[src/rtl/multicycle_control.sv]
// multicycle_control
//   Moore control FSM for the multicycle RV64I core. It steps every
//   instruction through fetch / decode / execute / memory / write-back
//   and drives the select and enable lines of the shared datapath.
//   Optional feature macro: EBREAK_HALT_EN. When defined, EBREAK parks
//   the FSM in HALT. When undefined, the whole SYSTEM opcode is a no-op.
// Ports
//   clk, reset         clock, synchronous active-high reset
//   INSTR              IR contents (opcode [6:0], funct3 [14:12])
//   ZERO               ALU zero flag (branch resolution)
//   MEM_DONE           data memory handshake completion
//   IR_WRITE .. MEM_TO_REG  datapath controls
//   STATE              current state (debug)
//   ILLEGAL            sticky unknown-opcode flag
module multicycle_control (
    input  logic        clk,
    input  logic        reset,
    input  logic [31:0] INSTR,
    input  logic        ZERO,
    input  logic        MEM_DONE,
    output logic        IR_WRITE,
    output logic        PC_WRITE,
    output logic [1:0]  PC_SRC,
    output logic [1:0]  ALU_SRC_A,
    output logic [1:0]  ALU_SRC_B,
    output logic [1:0]  ALU_OP,
    output logic        ALUOUT_WRITE,
    output logic        MEM_READ,
    output logic        MEM_WRITE,
    output logic        MDR_WRITE,
    output logic        REG_WRITE,
    output logic [1:0]  MEM_TO_REG,
    output logic [3:0]  STATE,
    output logic        ILLEGAL
);
    typedef enum logic [3:0] {
        S_RST = 4'd0, S_FETCH = 4'd1, S_DECODE = 4'd2, S_EXEC_R = 4'd3,
        S_EXEC_I = 4'd4, S_ADDR = 4'd5, S_MEM_RD = 4'd6, S_WB_LOAD = 4'd7,
        S_MEM_WR = 4'd8, S_BRANCH = 4'd9, S_JAL = 4'd10, S_JALR = 4'd11,
        S_LUI = 4'd12, S_WB_ALU = 4'd13, S_HALT = 4'd14, S_TRAP = 4'd15
    } state_t;

    typedef struct packed {
        logic       ir_write;
        logic       pc_write;
        logic [1:0] pc_src;
        logic [1:0] alu_src_a;
        logic [1:0] alu_src_b;
        logic [1:0] alu_op;
        logic       aluout_write;
        logic       mem_read;
        logic       mem_write;
        logic       mdr_write;
        logic       reg_write;
        logic [1:0] mem_to_reg;
    } ctrl_t;

    localparam logic [6:0] OP_R = 7'b0110011, OP_I = 7'b0010011, OP_LD = 7'b0000011,
                           OP_ST = 7'b0100011, OP_BR = 7'b1100011, OP_JAL = 7'b1101111,
                           OP_JALR = 7'b1100111, OP_LUI = 7'b0110111, OP_SYS = 7'b1110011;

    state_t state, nxt;
    ctrl_t  ctrl;
    logic   br_take;

    function automatic state_t next_state(state_t s, logic [31:0] ir, logic done);
        state_t n;
        n = s;
        case (s)
            S_RST:    n = S_FETCH;
            S_FETCH:  n = S_DECODE;
            S_DECODE: begin
                case (ir[6:0])
                    OP_R:            n = S_EXEC_R;
                    OP_I:            n = S_EXEC_I;
                    OP_LD, OP_ST:    n = S_ADDR;
                    OP_BR:           n = S_BRANCH;
                    OP_JAL:          n = S_JAL;
                    OP_JALR:         n = S_JALR;
                    OP_LUI:          n = S_LUI;
`ifdef EBREAK_HALT_EN
                    OP_SYS:          n = ir[20] ? S_HALT : S_FETCH;
`else
                    OP_SYS:          n = S_FETCH;
`endif
                    default:         n = S_TRAP;
                endcase
            end
            S_EXEC_R, S_EXEC_I, S_LUI: n = S_WB_ALU;
            S_ADDR:   n = (ir[6:0] == OP_LD) ? S_MEM_RD : S_MEM_WR;
            S_MEM_RD: n = done ? S_WB_LOAD : S_MEM_RD;
            S_MEM_WR: n = done ? S_FETCH : S_MEM_WR;
            S_WB_LOAD, S_WB_ALU, S_BRANCH, S_JAL, S_JALR: n = S_FETCH;
            default:  n = s;  // HALT and TRAP hold until reset
        endcase
        return n;
    endfunction

    function automatic ctrl_t decode_ctrl(state_t s);
        ctrl_t c;
        c = '0;
        case (s)
            S_FETCH:   begin c.ir_write = 1'b1; c.pc_write = 1'b1; c.alu_src_b = 2'b01; end
            S_DECODE:  begin c.alu_src_a = 2'b10; c.alu_src_b = 2'b10; c.aluout_write = 1'b1; end
            S_EXEC_R:  begin c.alu_src_a = 2'b01; c.alu_op = 2'b10; c.aluout_write = 1'b1; end
            S_EXEC_I:  begin
                c.alu_src_a = 2'b01; c.alu_src_b = 2'b10; c.alu_op = 2'b11; c.aluout_write = 1'b1;
            end
            S_LUI:     begin c.alu_src_a = 2'b11; c.alu_src_b = 2'b10; c.aluout_write = 1'b1; end
            S_ADDR:    begin c.alu_src_a = 2'b01; c.alu_src_b = 2'b10; c.aluout_write = 1'b1; end
            S_WB_ALU:  c.reg_write = 1'b1;
            S_MEM_RD:  begin c.mem_read = 1'b1; c.mdr_write = 1'b1; end
            S_WB_LOAD: begin c.reg_write = 1'b1; c.mem_to_reg = 2'b01; end
            S_MEM_WR:  c.mem_write = 1'b1;
            // Branch PC_WRITE depends on ZERO in the same cycle, so it is
            // added combinationally below rather than registered here.
            S_BRANCH:  begin c.alu_src_a = 2'b01; c.alu_op = 2'b01; c.pc_src = 2'b01; end
            S_JAL:     begin
                c.reg_write = 1'b1; c.mem_to_reg = 2'b10; c.pc_write = 1'b1; c.pc_src = 2'b01;
            end
            S_JALR:    begin
                c.alu_src_a = 2'b01; c.alu_src_b = 2'b10; c.pc_src = 2'b10; c.pc_write = 1'b1;
                c.reg_write = 1'b1; c.mem_to_reg = 2'b10;
            end
            default:   c = '0;
        endcase
        return c;
    endfunction

    assign nxt = next_state(state, INSTR, MEM_DONE);

    // Outputs are registered from the next state so they line up with the
    // state they belong to without a decode stage after the state flops.
    always_ff @(posedge clk) begin
        if (reset) begin
            state   <= S_RST;
            ctrl    <= '0;
            ILLEGAL <= 1'b0;
        end else begin
            state <= nxt;
            ctrl  <= decode_ctrl(nxt);
            if (nxt == S_TRAP) ILLEGAL <= 1'b1;
        end
    end

    always_comb begin
        br_take = 1'b0;
        case (INSTR[14:12])
            3'b000:  br_take = ZERO;
            3'b001:  br_take = !ZERO;
            default: br_take = 1'b0;
        endcase
    end

    assign IR_WRITE     = ctrl.ir_write;
    assign PC_WRITE     = ctrl.pc_write | ((state == S_BRANCH) & br_take);
    assign PC_SRC       = ctrl.pc_src;
    assign ALU_SRC_A    = ctrl.alu_src_a;
    assign ALU_SRC_B    = ctrl.alu_src_b;
    assign ALU_OP       = ctrl.alu_op;
    assign ALUOUT_WRITE = ctrl.aluout_write;
    assign MEM_READ     = ctrl.mem_read;
    assign MEM_WRITE    = ctrl.mem_write;
    assign MDR_WRITE    = ctrl.mdr_write;
    assign REG_WRITE    = ctrl.reg_write;
    assign MEM_TO_REG   = ctrl.mem_to_reg;
    assign STATE        = state;

    // Operand fields are consumed by the datapath, not by the control.
    logic unused_instr;
    assign unused_instr = &{1'b0, INSTR[31:15], INSTR[11:7]};
endmodule
[config.mk]
export PLATFORM = sky130hd
export DESIGN_NAME = multicycle_control
export DESIGN_NICKNAME = d
export VERILOG_FILES = /design/src/rtl/multicycle_control.sv
export SDC_FILE = /design/constraint.sdc
export NUM_CORES = 1
export LEC_CHECK = 0
export ABC_AREA = 1
export BUFFER_PORTS_ARGS = -buffer_cell sky130_fd_sc_hd__buf_2
export CORE_ASPECT_RATIO = 0.7
export CORE_MARGIN = 10
export CORE_UTILIZATION = 49
export DETAILED_ROUTE_END_ITERATION = 7
export HOLD_SLACK_MARGIN = 0.06
export PLACE_DENSITY = 0.84
export SYNTH_ARGS = -nofsm -noshare
export SYNTH_HDL_FRONTEND = slang
export SYNTH_SLANG_ARGS = --single-unit
[constraint.sdc]
create_clock -name clk -period 3.2 [get_ports clk]
set_input_delay 0.64 -clock clk [delete_from_list [all_inputs] [get_ports clk]]
set_output_delay 0.64 -clock clk [all_outputs]
set_load 0.01 [all_outputs]
Word-level counts from Yosys, hierarchy flattened
Cells that the tools add are included.
{"block": "word_totals", "regBits": 21, "out_inout_bits": 22}
{"block": "classes", "bitwise": 2, "eq_ne": 37, "n_mux": 17, "n_reduce_logical": 13}
{"cell": "$eq A4 B4 Y1 const B", "count": 13}
{"cell": "$eq A4 B3 Y1 const B", "count": 8}
{"cell": "$pmux W4 S8", "count": 1}
{"cell": "$eq A7 B7 Y1 const B", "count": 4}
{"cell": "$pmux W4 S7", "count": 1}
{"cell": "$eq A7 B6 Y1 const B", "count": 3}
{"cell": "$eq A4 B2 Y1 const B", "count": 4}
{"cell": "$reduce_or A5 Y1", "count": 3}
{"cell": "$pmux W2 S2", "count": 3}
{"cell": "$pmux W2 S3", "count": 2}
{"cell": "$eq A4 B1 Y1 const B", "count": 2}
{"cell": "$mux W4", "count": 2}
{"cell": "$eq A7 B2 Y1 const B", "count": 1}
{"cell": "$eq A7 B5 Y1 const B", "count": 1}
{"cell": "$mux W1", "count": 7}
{"cell": "$reduce_or A2 Y1", "count": 3}
{"cell": "$reduce_or A3 Y1", "count": 2}
{"cell": "$reduce_or A6 Y1", "count": 1}
{"cell": "$logic_not A4 Y1", "count": 1}
{"cell": "$reduce_or A4 Y1", "count": 1}
{"cell": "$eq A3 B1 Y1 const B", "count": 1}
{"cell": "$logic_not A3 Y1", "count": 1}
{"cell": "$pmux W1 S2", "count": 1}
{"cell": "$and A1 B1 Y1", "count": 1}
{"cell": "other kinds (2)", "count": 2}

Depth between registers and ports, before layout
Gate-level depths: netlist of run 1.
{"block": "logic_depth", "word_depth": 7, "mapped_depth": 14}

Worst setup path after synthesis of run 1
No wires, ideal clock.
{"block": "synth_path", "path_type": "in2reg", "start": "input INSTR[1]", "end": "register ctrl (netlist bit ALU_SRC_B[1])", "setup_time_ns": 0.058, "stages": 11, "required_ns": 3.142, "arrival_ns": 1.765, "setup_slack_ns": 1.377, "path_cell_list": "nand2_1 > inv_1 > nand3_1 > o21ai_2 > clkinv_1 > nor2_4 > nand2_1 > nor2_1 > nor2_1 > or2_0 > nand2_1"}
{"block": "synth_between", "elab_chain_cells": 7}
{"element": "start: declaration", "line_no": "18", "source": "input logic [31:0] INSTR,"}
{"element": "$eq A7 B2 Y1 / $eq A7 B6 Y1 (equally long branches)", "line_no": "73, 90"}
{"element": "$reduce_or A2 Y1", "line_no": "73", "source": "case (ir[6:0])"}
{"element": "$pmux W4 S8", "line_no": "73"}
{"element": "$pmux W4 S7 (*)", "line_no": "69", "source": "case (s)"}
{"element": "$eq A4 B4 Y1 (tied with other cells)", "line_no": "102", "source": "case (s)"}
{"element": "$reduce_or A5 Y1 (no source line)"}
{"element": "$pmux W2 S2 (*)", "line_no": "102"}
{"element": "end signal: assignment", "line_no": "141", "source": "ctrl <= decode_ctrl(nxt);"}
{"element": "end: declaration", "line_no": "63", "source": "ctrl_t ctrl;"}
Every way passes the cells marked *; elsewhere a longest branch is shown, timed or not.
A chain may end at the register's enable or synchronous reset.

Final worst setup path of run 1
{"block": "layout_path", "start": "register state[1] (netlist: STATE[1])", "end": "output PC_WRITE"}
{"block": "layout_between", "elab_chain_cells": 3}
{"element": "start: declaration", "line_no": "62", "source": "state_t state, nxt;"}
{"element": "start signal: assignment", "line_no": "140", "source": "state <= nxt;"}
{"element": "$eq A4 B4 Y1", "line_no": "156", "source": "assign PC_WRITE = ctrl.pc_write | ((state == S_BRANCH) & br_take);"}
{"element": "$and A1 B1 Y1", "line_no": "156"}
{"element": "$or A1 B1 Y1", "line_no": "156"}
{"element": "end: declaration", "line_no": "22", "source": "output logic PC_WRITE,"}
Every way passes these cells.

==> summary.md, run 1 <==
| Metric | Value |
|---|---|
| Setup TNS Final | 0 ns |
| Yosys top cell area share | 32.55% |
| Grt total ovfl | 0 |
| ANT cells | 0 |
| Initial antenna violation count | 0 |
| DRT Wirelength | 2649 um |
| Worst Path Required | 2.56 ns |
| CP endpoint kind | output port |
| Starting Density | 50.80% |
| Pint | 0.0007541 W |
| Clock root buffer | clkbuf_4 |
| Worst Skew | 0.002678 ns |
| Vias | 1,158 |
| Width of the chip | 79.88 um |
| Post-synth top area cell | dfxtp_1 |
| DRT antenna net count | 0 |
| Multi-input gate area | 649.4 um^2 |
| Fmax | 0.4986 GHz |
| Core Util, Final | 58.40% |
| Worst EP arrival | 1.37 ns |
| RSZ-0062 raised after global routing | false |
| Core Box Area | 0.002421 mm^2 |
| Chip height | 61.92 um |
| Combinational share of power | 59.4% |
| Final Max Tran Viols | 0 |
| Layout fillers | 218 |
| Drc violations | 0 |
| Fraction of layout cells with a size suffix above 1 | 30.88% |
| Final #Nets | 254 |
| Mapped cell area | 0.001230 mm^2 |
| Commonest non-fill, non-tap cell in the layout | nand2_1 |
| Global-route wire length before repair | 4388 um |
| Worst Tran Pin Value | 0.2865 ns |
| CTS Buf Count | 3 |
| Post-synthesis cell count | 190 |
| CTS Hold Buffers Added | 0 |
| Cell row count | 15 |
| Avg Vias per Cell | 4.614 |
| Seq pwr share | 26.5% |
| CP startpoint kind | flip-flop |
| Hpwl dp | 2114 um |
| P per Cell Area | 1024 mW/mm^2 |
| Synth Register Bits | 20 |
| Yosys cell types | 27 |
| Maximum vdd drop | 0.0004547 V |
| GP Congestion | 0.8749 |
| Switching portion of total power | 47.89% |
| Number of global-route vias before repair | 1,033 |
| YS warnings | 0 |
| Synth area leaders | dfxtp_1, nand2_1, nor2_1, buf_4, nand3_1 |
| Crit-path max FO | 6 |
| Clock slew at reported path FFs | 0.11 ns |
| Layout area overhead | 14.95% |
| Worst R2R Path Depth | 13 |
| Switch Pwr | 0.0006931 W |
| Syn Area/Cell | 6.473 um^2 |
| Number of port buffers | 35 |
| Post-CTS repair timing setup buffer count | 0 |
| IO Pins | 58 |
| Syn Nets | 226 |
| CTS HTree Levels | 1 |
| Post-synthesis sequential area ratio | 32.55% |
| Critical path class | flip-flop to output port |
| Pin count of the biggest net entering global routing | 15 |
| Worst skew pair latency | 0.30 ns |
| Routed wire per std cell | 10.55 um |
| Worst slew margin | 80.75% |
| Die ar. | 0.004946 mm^2 |
| Outcome | completed |
| GRT Util Overall | 10.89% |
| Post_cts resized | 0 |
| Clk pwr share | 14.1% |
| Sequential cell area | 400.4 um^2 |
| Hold Path Depth | 2 |
| Clock sinks | 20 |
| Clock Path Buffers | 2 |
| First-pass detailed-route iteration total | 4 |
| HP Class | flip-flop to flip-flop |
| Final min period | 2.006 ns |
| Commonest non-fill, non-tap cells in the layout | nand2_1, buf_2, nor2_1 |
| Fin crit share | 62.68% |
| Setup Viol. Count Final | 0 |
| TritonCTS clock tree | yes |
| MaxCap Viol Count | 0 |
| DRC violation total after the first TritonRoute iteration | 62 |
| Hold Fails Final Rpt | 0 |
| Leak Pwr | 0.7778 nW |
-- synth_stat cells --
| cell | instances |
|---|---|
| a21oi_1 | 8 |
| nor3_1 | 3 |
| o21ai_1 | 1 |
| nand4_2 | 1 |
| clkinv_1 | 2 |
| dfxtp_1 | 20 |
| a31oi_1 | 1 |
| nor3_4 | 1 |
| nor2_2 | 6 |
| o211ai_1 | 1 |
| clkbuf_1 | 1 |
| nand3b_1 | 1 |
| nand2_2 | 4 |
| nor2_1 | 31 |
| inv_2 | 8 |
| nand3_1 | 14 |
| a31o_2 | 1 |
| nor2_4 | 3 |
| o21ai_2 | 1 |
| or2_0 | 1 |
| nand3_2 | 2 |
| or2_1 | 1 |
| inv_1 | 15 |
| buf_4 | 11 |
| nand2_4 | 1 |
| o21a_1 | 1 |
| nand2_1 | 50 |
-- layer usage --
| metal | track usage, % | share of wire [%] |
|---|---|---|
| met1 | 14.33 | 52 |
| met2 | 16.31 | 39 |
| met4 | 1.750 | 0 |
| met5 | 0 | 0 |
| met3 | 4.741 | 9.3 |
-- worst paths after layout --
check	startpoint	endpoint	slack (ns)
worst max-delay path	STATE[1]	PC_WRITE	1.19
worst min-delay path	ILLEGAL	ILLEGAL	0.50
worst max register to register	STATE[1]	ALU_SRC_A[0]	1.41
worst min register to register	ILLEGAL	ILLEGAL	0.50
-- cell type report --
cell class | count | share of cell area (%)
timing repair buffer | 35 | 12.39
inverter | 25 | 6.637
sequential | 20 | 28.32
clock buffer | 3 | 1.593
clock inverter | 1 | 2.124
tap | 34 | 3.009
multi-input combinational | 133 | 45.93
-- worst max-delay path: stages (launching register included) --
cell,delay (ns)
dfxtp_1,0.46
inv_2,0.10
nand2_2,0.10
a21oi_1,0.05
a31o_2,0.22
buf_2,0.13
-- power by group through the flow --
stage               sequential [W]  combinational, W  clock [W]
finish                    0.000384          0.000860   0.000203
global route              0.000394           0.00101   0.000218
CTS                       0.000384          0.000864   0.000206
detailed placement        0.000391          0.000852          0
global placement          0.000389          0.000849          0
floorplan                 0.000404          0.000681          0
-- registers in the layout (all words and copies together) (netlist names) --
name / cells
REG_WRITE: 1
ctrl: 1
MEM_TO_REG: 2
MDR_WRITE: 1
STATE: 4
PC_SRC: 2
ALU_SRC_B: 2
ALU_OP: 2
ILLEGAL: 1
ALUOUT_WRITE: 1
MEM_WRITE: 1
ALU_SRC_A: 2
-- through the flow --
| stage | cells | setup WS (ns) | total power, W | hold slack (ns) | instance area [um^2] |
|---|---|---|---|---|---|
| after global placement | 247 | 1.158 | 0.001239 | 0.4600 | 1361 |
| after floorplan | 190 | 1.377 | 0.001084 | 0.5047 | 1230 |
| after CTS | 251 | 1.190 | 0.001454 | 0.4977 | 1414 |
| final | 251 | 1.194 | 0.001447 | 0.5028 | 1414 |
| after detailed placement | 247 | 1.131 | 0.001243 | 0.4567 | 1361 |
| after global routing | 251 | 1.093 | 0.001623 | 0.5243 | 1414 |
-- logic make-up after synthesis --
logic type | synth area share [%]
buffers and inverters | 14.65
and+or+nand+nor | 45.98
DFF | 32.55
AOI/OAI and AO/OA | 6.817
No activity file was read; power rests on OpenSTA's default activity.
==> run 2, diff against run 1 <==
--- a/config.mk
+++ b/config.mk
@@ -9,10 +9,10 @@
 export BUFFER_PORTS_ARGS = -buffer_cell sky130_fd_sc_hd__buf_2
 export CORE_ASPECT_RATIO = 0.7
 export CORE_MARGIN = 10
-export CORE_UTILIZATION = 49
+export CORE_UTILIZATION = 41
 export DETAILED_ROUTE_END_ITERATION = 7
 export HOLD_SLACK_MARGIN = 0.06
-export PLACE_DENSITY = 0.84
+export PLACE_DENSITY = 0.75
 export SYNTH_ARGS = -nofsm -noshare
 export SYNTH_HDL_FRONTEND = slang
 export SYNTH_SLANG_ARGS = --single-unit
==> constraint.sdc (replaced) <==
create_clock -name clk -period 1.8 [get_ports clk]
set_input_delay 0.36 -clock clk [delete_from_list [all_inputs] [get_ports clk]]
set_output_delay 0.36 -clock clk [all_outputs]
set_load 0.01 [all_outputs]
==> summary.md, run 2 (synthesis results as in run 1) <==
| Metric | Value |
|---|---|
| Min-Delay Endpoint | MEM_TO_REG[0] |
| Initial antenna violation count | 0 |
| Fin area | 0.001475 mm^2 |
| Number of global-route vias before repair | 1,124 |
| Reg-to-reg startpoint | STATE[1] |
| Chip height | 65.83 um |
| GP Congestion | 0.8532 |
| Worst Skew | 0.006329 ns |
| Starting Density | 43.27% |
| Clock sinks | 20 |
| Die ar. | 0.005626 mm^2 |
| HP Class | input pin to flip-flop |
| Avg Vias per Cell | 4.616 |
| Fraction of layout cells with a size suffix above 1 | 36.53% |
| Worst EP arrival | 1.86 ns |
| CP endpoint kind | flip-flop |
| Maximum vdd drop | 0.0006238 V |
| GRT busiest layer | met2 |
| Commonest non-fill, non-tap cell in the layout | nand2_1 |
| Layout fillers | 291 |
| Placed cells | 251 |
| IO Pins | 58 |
| Hold Path Depth | 3 |
| Worst Path Required | 2.00 ns |
| Fin crit share | 92.33% |
| CTS Hold Buffers Added | 0 |
| CTS Buf Count | 3 |
| Met1 GRT Util | 13.30% |
| Worst R2R Path Depth | 12 |
| Clock root buffer | clkbuf_8 |
| DRT antenna net count | 0 |
| Layout area overhead | 19.94% |
| Global-route wire length before repair | 4974 um |
| Hold path start | MEM_DONE |
| Width of the chip | 85.47 um |
| Place WS | 0.02216 ns |
| Multi-input gate area | 686.9 um^2 |
| Critical path class | flip-flop to flip-flop |
| DRC violation total after the first TritonRoute iteration | 77 |
| Final Max Tran Viols | 0 |
| Critical R2R Capture | ALU_SRC_B[1] |
| Commonest non-fill, non-tap cells in the layout | nand2_1, buf_2, nor2_1 |
| Number of port buffers | 35 |
| Worst slew margin | 81.37% |
| Worst skew pair latency | 0.25 ns |
| Final worst setup slack | 0.1381 ns |
| Cell row count | 16 |
| DRT Wirelength | 2862 um |
| Crit-path max FO | 6 |
| GR Util met2 | 15.86% |
| Pin count of the biggest net entering global routing | 15 |
| Final min period | 1.662 ns |
| Final #Nets | 257 |
| Hold Fails Final Rpt | 0 |
| CTS HTree Levels | 1 |
| Sequential cell area | 410.4 um^2 |
| Clock slew at reported path FFs | 0.07 ns |
| Leak Pwr | 0.7983 nW |
| ANT cells | 0 |
| MaxCap Viol Count | 0 |
| Final-layout worst hold slack | 0.4107 ns |
| First-pass detailed-route iteration total | 4 |
| Drc violations | 0 |
| Fmax | 0.6017 GHz |
| Outcome | completed |
| Grt met3 use | 4.926% |
| Vias | 1,177 |
| Largest register FFs | 4 |
| Clock Path Buffers | 2 |
| Hpwl dp | 2268 um |
| Grt total ovfl | 0 |
| DP Area | 0.001379 mm^2 |
| Setup Viol. Count Final | 0 |
| P per Cell Area | 1815 mW/mm^2 |
| Flop-to-flop setup slack | 0.14 ns |
| TritonCTS clock tree | yes |
| GRT Util Overall | 10.45% |
| CP startpoint kind | flip-flop |
| Worst Tran Pin Value | 0.2773 ns |
| Routed wire per std cell | 11.22 um |
| Core Box Area | 0.002843 mm^2 |
| Non-filler cells, final | 255 |
==> run 2: cell count changes in the layout (fill, tap and decap cells not counted), sizes merged <==
cell | before | now
buf | 35 | 38
bufinv | 1 | 0
==> run 2: layout make-up <==
| type | instances | share of cell area, % |
|---|---|---|
| clock buffer | 3 | 2.799 |
| tap | 36 | 3.053 |
| inverter | 25 | 6.361 |
| multi-input combinational | 133 | 46.57 |
| sequential | 20 | 27.82 |
| timing repair buffer | 38 | 13.40 |
==> run 2: routing by layer <==
metal  part of all wire (%)  routed length [um]
met1                     48                1375
met2                     41                1184
met3                     11                 302
met4                      0                   0
met5                      0                   0
==> run 2: worst max-delay path: stages, from the launching register on <==
cell and delay [ns]:
dfxtp_4 0.36, inv_2 0.10, nand2_2 0.10, nor2_4 0.13
nand3_1 0.13, nand2_2 0.11, nor2_4 0.04, nand2_1 0.09
nand2_1 0.09, nor2_1 0.13, nor2_2 0.07, or2_0 0.19
nand2_1 0.06
==> run 2: worst max-delay path by stage <==
| stage | from | to | slack [ns] | cells past startpoint |
|---|---|---|---|---|
| after floorplan | STATE[2] | ALU_SRC_B[1] | 0.22 | 12 |
| after global placement | INSTR[1] | ALU_SRC_B[1] | 0.04 | 13 |
| after detailed placement | INSTR[1] | ALU_SRC_B[1] | 0.02 | 12 |
| after CTS | STATE[2] | ALU_SRC_B[1] | 0.02 | 12 |
| after global routing | STATE[1] | ALU_SRC_B[1] | -0.02 | 12 |
| final | STATE[1] | ALU_SRC_B[1] | 0.14 | 12 |
==> run 2: what timing repair did <==
| item | CTS | global route |
|---|---|---|
| setup endpoints to repair | 0 | 11 |
| resized for setup | 0 | 16 |
| buffers inserted | 0 | 1 |
==> run 2: power breakdown <==
group	switching (W)	internal (W)	leakage, nW
Combinational	0.00110	0.000604	0.611
Sequential	0.0000967	0.000606	0.166
Clock	0.000128	0.000149	0.0216
Total	0.00132	0.00136	0.798
==> run 2: through the flow <==
stage / util [%] / total power, W / TNS, ns
2_1_floorplan: - / 0.001928 / 0
3_3_place_gp: 48.50 / 0.002220 / 0
3_5_place_dp: 48.50 / 0.002239 / 0
4_1_cts: 49.96 / 0.002535 / 0
5_1_grt: 51.89 / 0.002985 / -0.03079
6_report: 51.89 / 0.002678 / 0
==> run 3, diff against run 2 <==
--- a/config.mk
+++ b/config.mk
@@ -8,11 +8,12 @@
 export ABC_AREA = 1
 export BUFFER_PORTS_ARGS = -buffer_cell sky130_fd_sc_hd__buf_2
 export CORE_ASPECT_RATIO = 0.7
-export CORE_MARGIN = 10
+export CORE_MARGIN = 2
 export CORE_UTILIZATION = 41
 export DETAILED_ROUTE_END_ITERATION = 7
 export HOLD_SLACK_MARGIN = 0.06
 export PLACE_DENSITY = 0.75
+export SLEW_MARGIN = 20
 export SYNTH_ARGS = -nofsm -noshare
 export SYNTH_HDL_FRONTEND = slang
 export SYNTH_SLANG_ARGS = --single-unit
==> summary.md, run 3 (synthesis results as in run 1) <==
| Metric | Value |
|---|---|
| Outcome | completed |
| Clock Path Buffers | 2 |
| Worst path buffer plus inverter count | 3 |
| Worst R2R Path Depth | 12 |
| MaxCap Viol Count | 0 |
| TritonCTS clock tree | yes |
| DRC violation total after the first TritonRoute iteration | 89 |
| Worst EP arrival | 1.89 ns |
| CP endpoint kind | flip-flop |
| HP Class | input pin to flip-flop |
| Hold Path Depth | 3 |
| CTS Buf Count | 3 |
| Avg Vias per Cell | 4.581 |
| CP delay by family, top | simple AND/OR/NAND/NOR gates |
| Pint | 0.001458 W |
| Width of the chip | 69.47 um |
| Critical R2R Capture | ALU_SRC_B[1] |
| First-pass detailed-route iteration total | 4 |
| Worst Skew | 0.004698 ns |
| Fin crit share | 93.75% |
| Grt total ovfl | 0 |
| Worst skew pair latency | 0.25 ns |
| Routed wire per std cell | 10.23 um |
| Fin area | 0.001514 mm^2 |
| Switching portion of total power | 48.19% |
| P per Cell Area | 1859 mW/mm^2 |
| Slowest CP cell | dfxtp_2 |
| Min-Delay Endpoint | MEM_TO_REG[0] |
| Clock slew at reported path FFs | 0.07 ns |
| Tot Pwr | 0.002814 W |
| Hpwl dp | 1922 um |
| CTS Hold Buffers Added | 0 |
| Hold Fails Final Rpt | 0 |
| Reg-to-reg startpoint | STATE[1] |
| Clock root buffer | clkbuf_8 |
| Worst slew margin | 81.98% |
| DRT Wirelength | 2659 um |
| Core Box Area | 0.002823 mm^2 |
| Clock sinks | 20 |
| Setup Viol. Count Final | 0 |
| Crit-path max FO | 7 |
| Switch Pwr | 0.001356 W |
| Commonest non-fill, non-tap cell in the layout | nand2_1 |
| Flop-to-flop setup slack | 0.11 ns |
| IO Pins | 58 |
| Combinational share of power | 64.0% |
| Drc violations | 0 |
| CTS HTree Levels | 1 |
| Seq pwr share | 24.4% |
| Leak Pwr | 0.8194 nW |
| Setup TNS Final | 0 ns |
| Fraction of layout cells with a size suffix above 1 | 38.39% |
| DP Area | 0.001386 mm^2 |
| Fmax | 0.5926 GHz |
| Number of port buffers | 35 |
| Initial antenna violation count | 0 |
| Final worst setup slack | 0.1126 ns |
| Pin count of the biggest net entering global routing | 15 |
| Final Max Tran Viols | 0 |
| Number of global-route vias before repair | 1,055 |
| Crit-path cells | inv_2, nand2_2, nor2_2, nand3_1, nand3_1, inv_2, nand2_4, inv_2, nand3_1, nand2_1, or2_1, nand2_1 |
| Hold path start | MEM_DONE |
| Commonest non-fill, non-tap cells in the layout | nand2_1, buf_2, nor2_1 |
| Place WS | 0.02955 ns |
| DRT antenna net count | 0 |
| Final #Nets | 261 |
| Global-route wire length before repair | 4319 um |
| Layout area overhead | 23.09% |
| Cell row count | 16 |
| Largest register FFs | 4 |
| Clk pwr share | 11.6% |
| Vias | 1,191 |
| ANT cells | 0 |
| GP Congestion | 0.8520 |
| GRT Util Overall | 15.38% |
| Maximum vdd drop | 0.0005449 V |
| RSZ-0062 raised after global routing | false |
| Final min period | 1.687 ns |
| CP startpoint kind | flip-flop |
| Starting Density | 43.57% |
| Slowest cell delay on critical path | 0.34 ns |
| Die ar. | 0.003461 mm^2 |
| Worst Path Required | 2.00 ns |
| Critical path class | flip-flop to flip-flop |
| Final-layout worst hold slack | 0.4063 ns |
| Chip height | 49.83 um |
| Worst Tran Pin Value | 0.2683 ns |
-- run 3: changes by cell type in the layout (fill, tap and decap cells not counted), sizes merged --
cell	change
buf	+4
clkbuf	+1
-- run 3: tightest hold or removal path, delay by kind of cell --
kind / cells / cell delay [ns]
buf+inv: 1 / 0.11
simple gates: 2 / 0.14
-- run 3: per-stage QoR --
stage / util [%] / instances
after floorplan: - / 190
after global placement: 49.11 / 252
after detailed placement: 49.11 / 252
after CTS: 51.06 / 256
after global routing: 53.63 / 260
final: 53.63 / 260
-- run 3: metal layers --
layer	vias up	GRT usage (%)	wire, um
li1	650	-	-
met1	500	21.88	1361
met2	39	23.40	1121
met3	2	5.112	162
met4	0	1.634	12
met5	-	0	0
-- run 3: final cells by class --
class	instances	area [um^2]
Fill cell	282	1309
Multi-Input combinational cell	133	686.9
Sequential cell	20	405.4
Timing Repair Buffer	42	227.7
Inverter	25	93.84
Clock buffer	4	55.05
Tap cell	36	45.04
-- run 3: power by group through the flow --
| stage | Sequential (W) | Clock (W) | Combinational (W) |
|---|---|---|---|
| detailed placement | 0.000685 | 0 | 0.00155 |
| finish | 0.000685 | 0.000327 | 0.00180 |
| CTS | 0.000675 | 0.000337 | 0.00158 |
| global placement | 0.000685 | 0 | 0.00154 |
| floorplan | 0.000717 | 0 | 0.00121 |
| global route | 0.000702 | 0.000362 | 0.00200 |
-- run 3: repair_timing --
item,4_1_cts,5_1_grt
setup buffers,0,4
endpoints found under the hold margin,0,0
endpoints found under the setup margin,0,8
resized for setup,0,16
-- run 3: worst max-delay path by stage --
stage	end	depth (start not counted)	slack, ns	from
final	ALU_SRC_B[1]	12	0.11	STATE[1]
after global routing	ALUOUT_WRITE	15	0.01	STATE[1]
after CTS	ALU_SRC_B[1]	12	0.03	STATE[2]
after detailed placement	ALU_SRC_B[1]	12	0.03	INSTR[1]
after global placement	ALU_SRC_B[1]	13	0.04	INSTR[1]
after floorplan	ALU_SRC_B[1]	12	0.22	STATE[2]
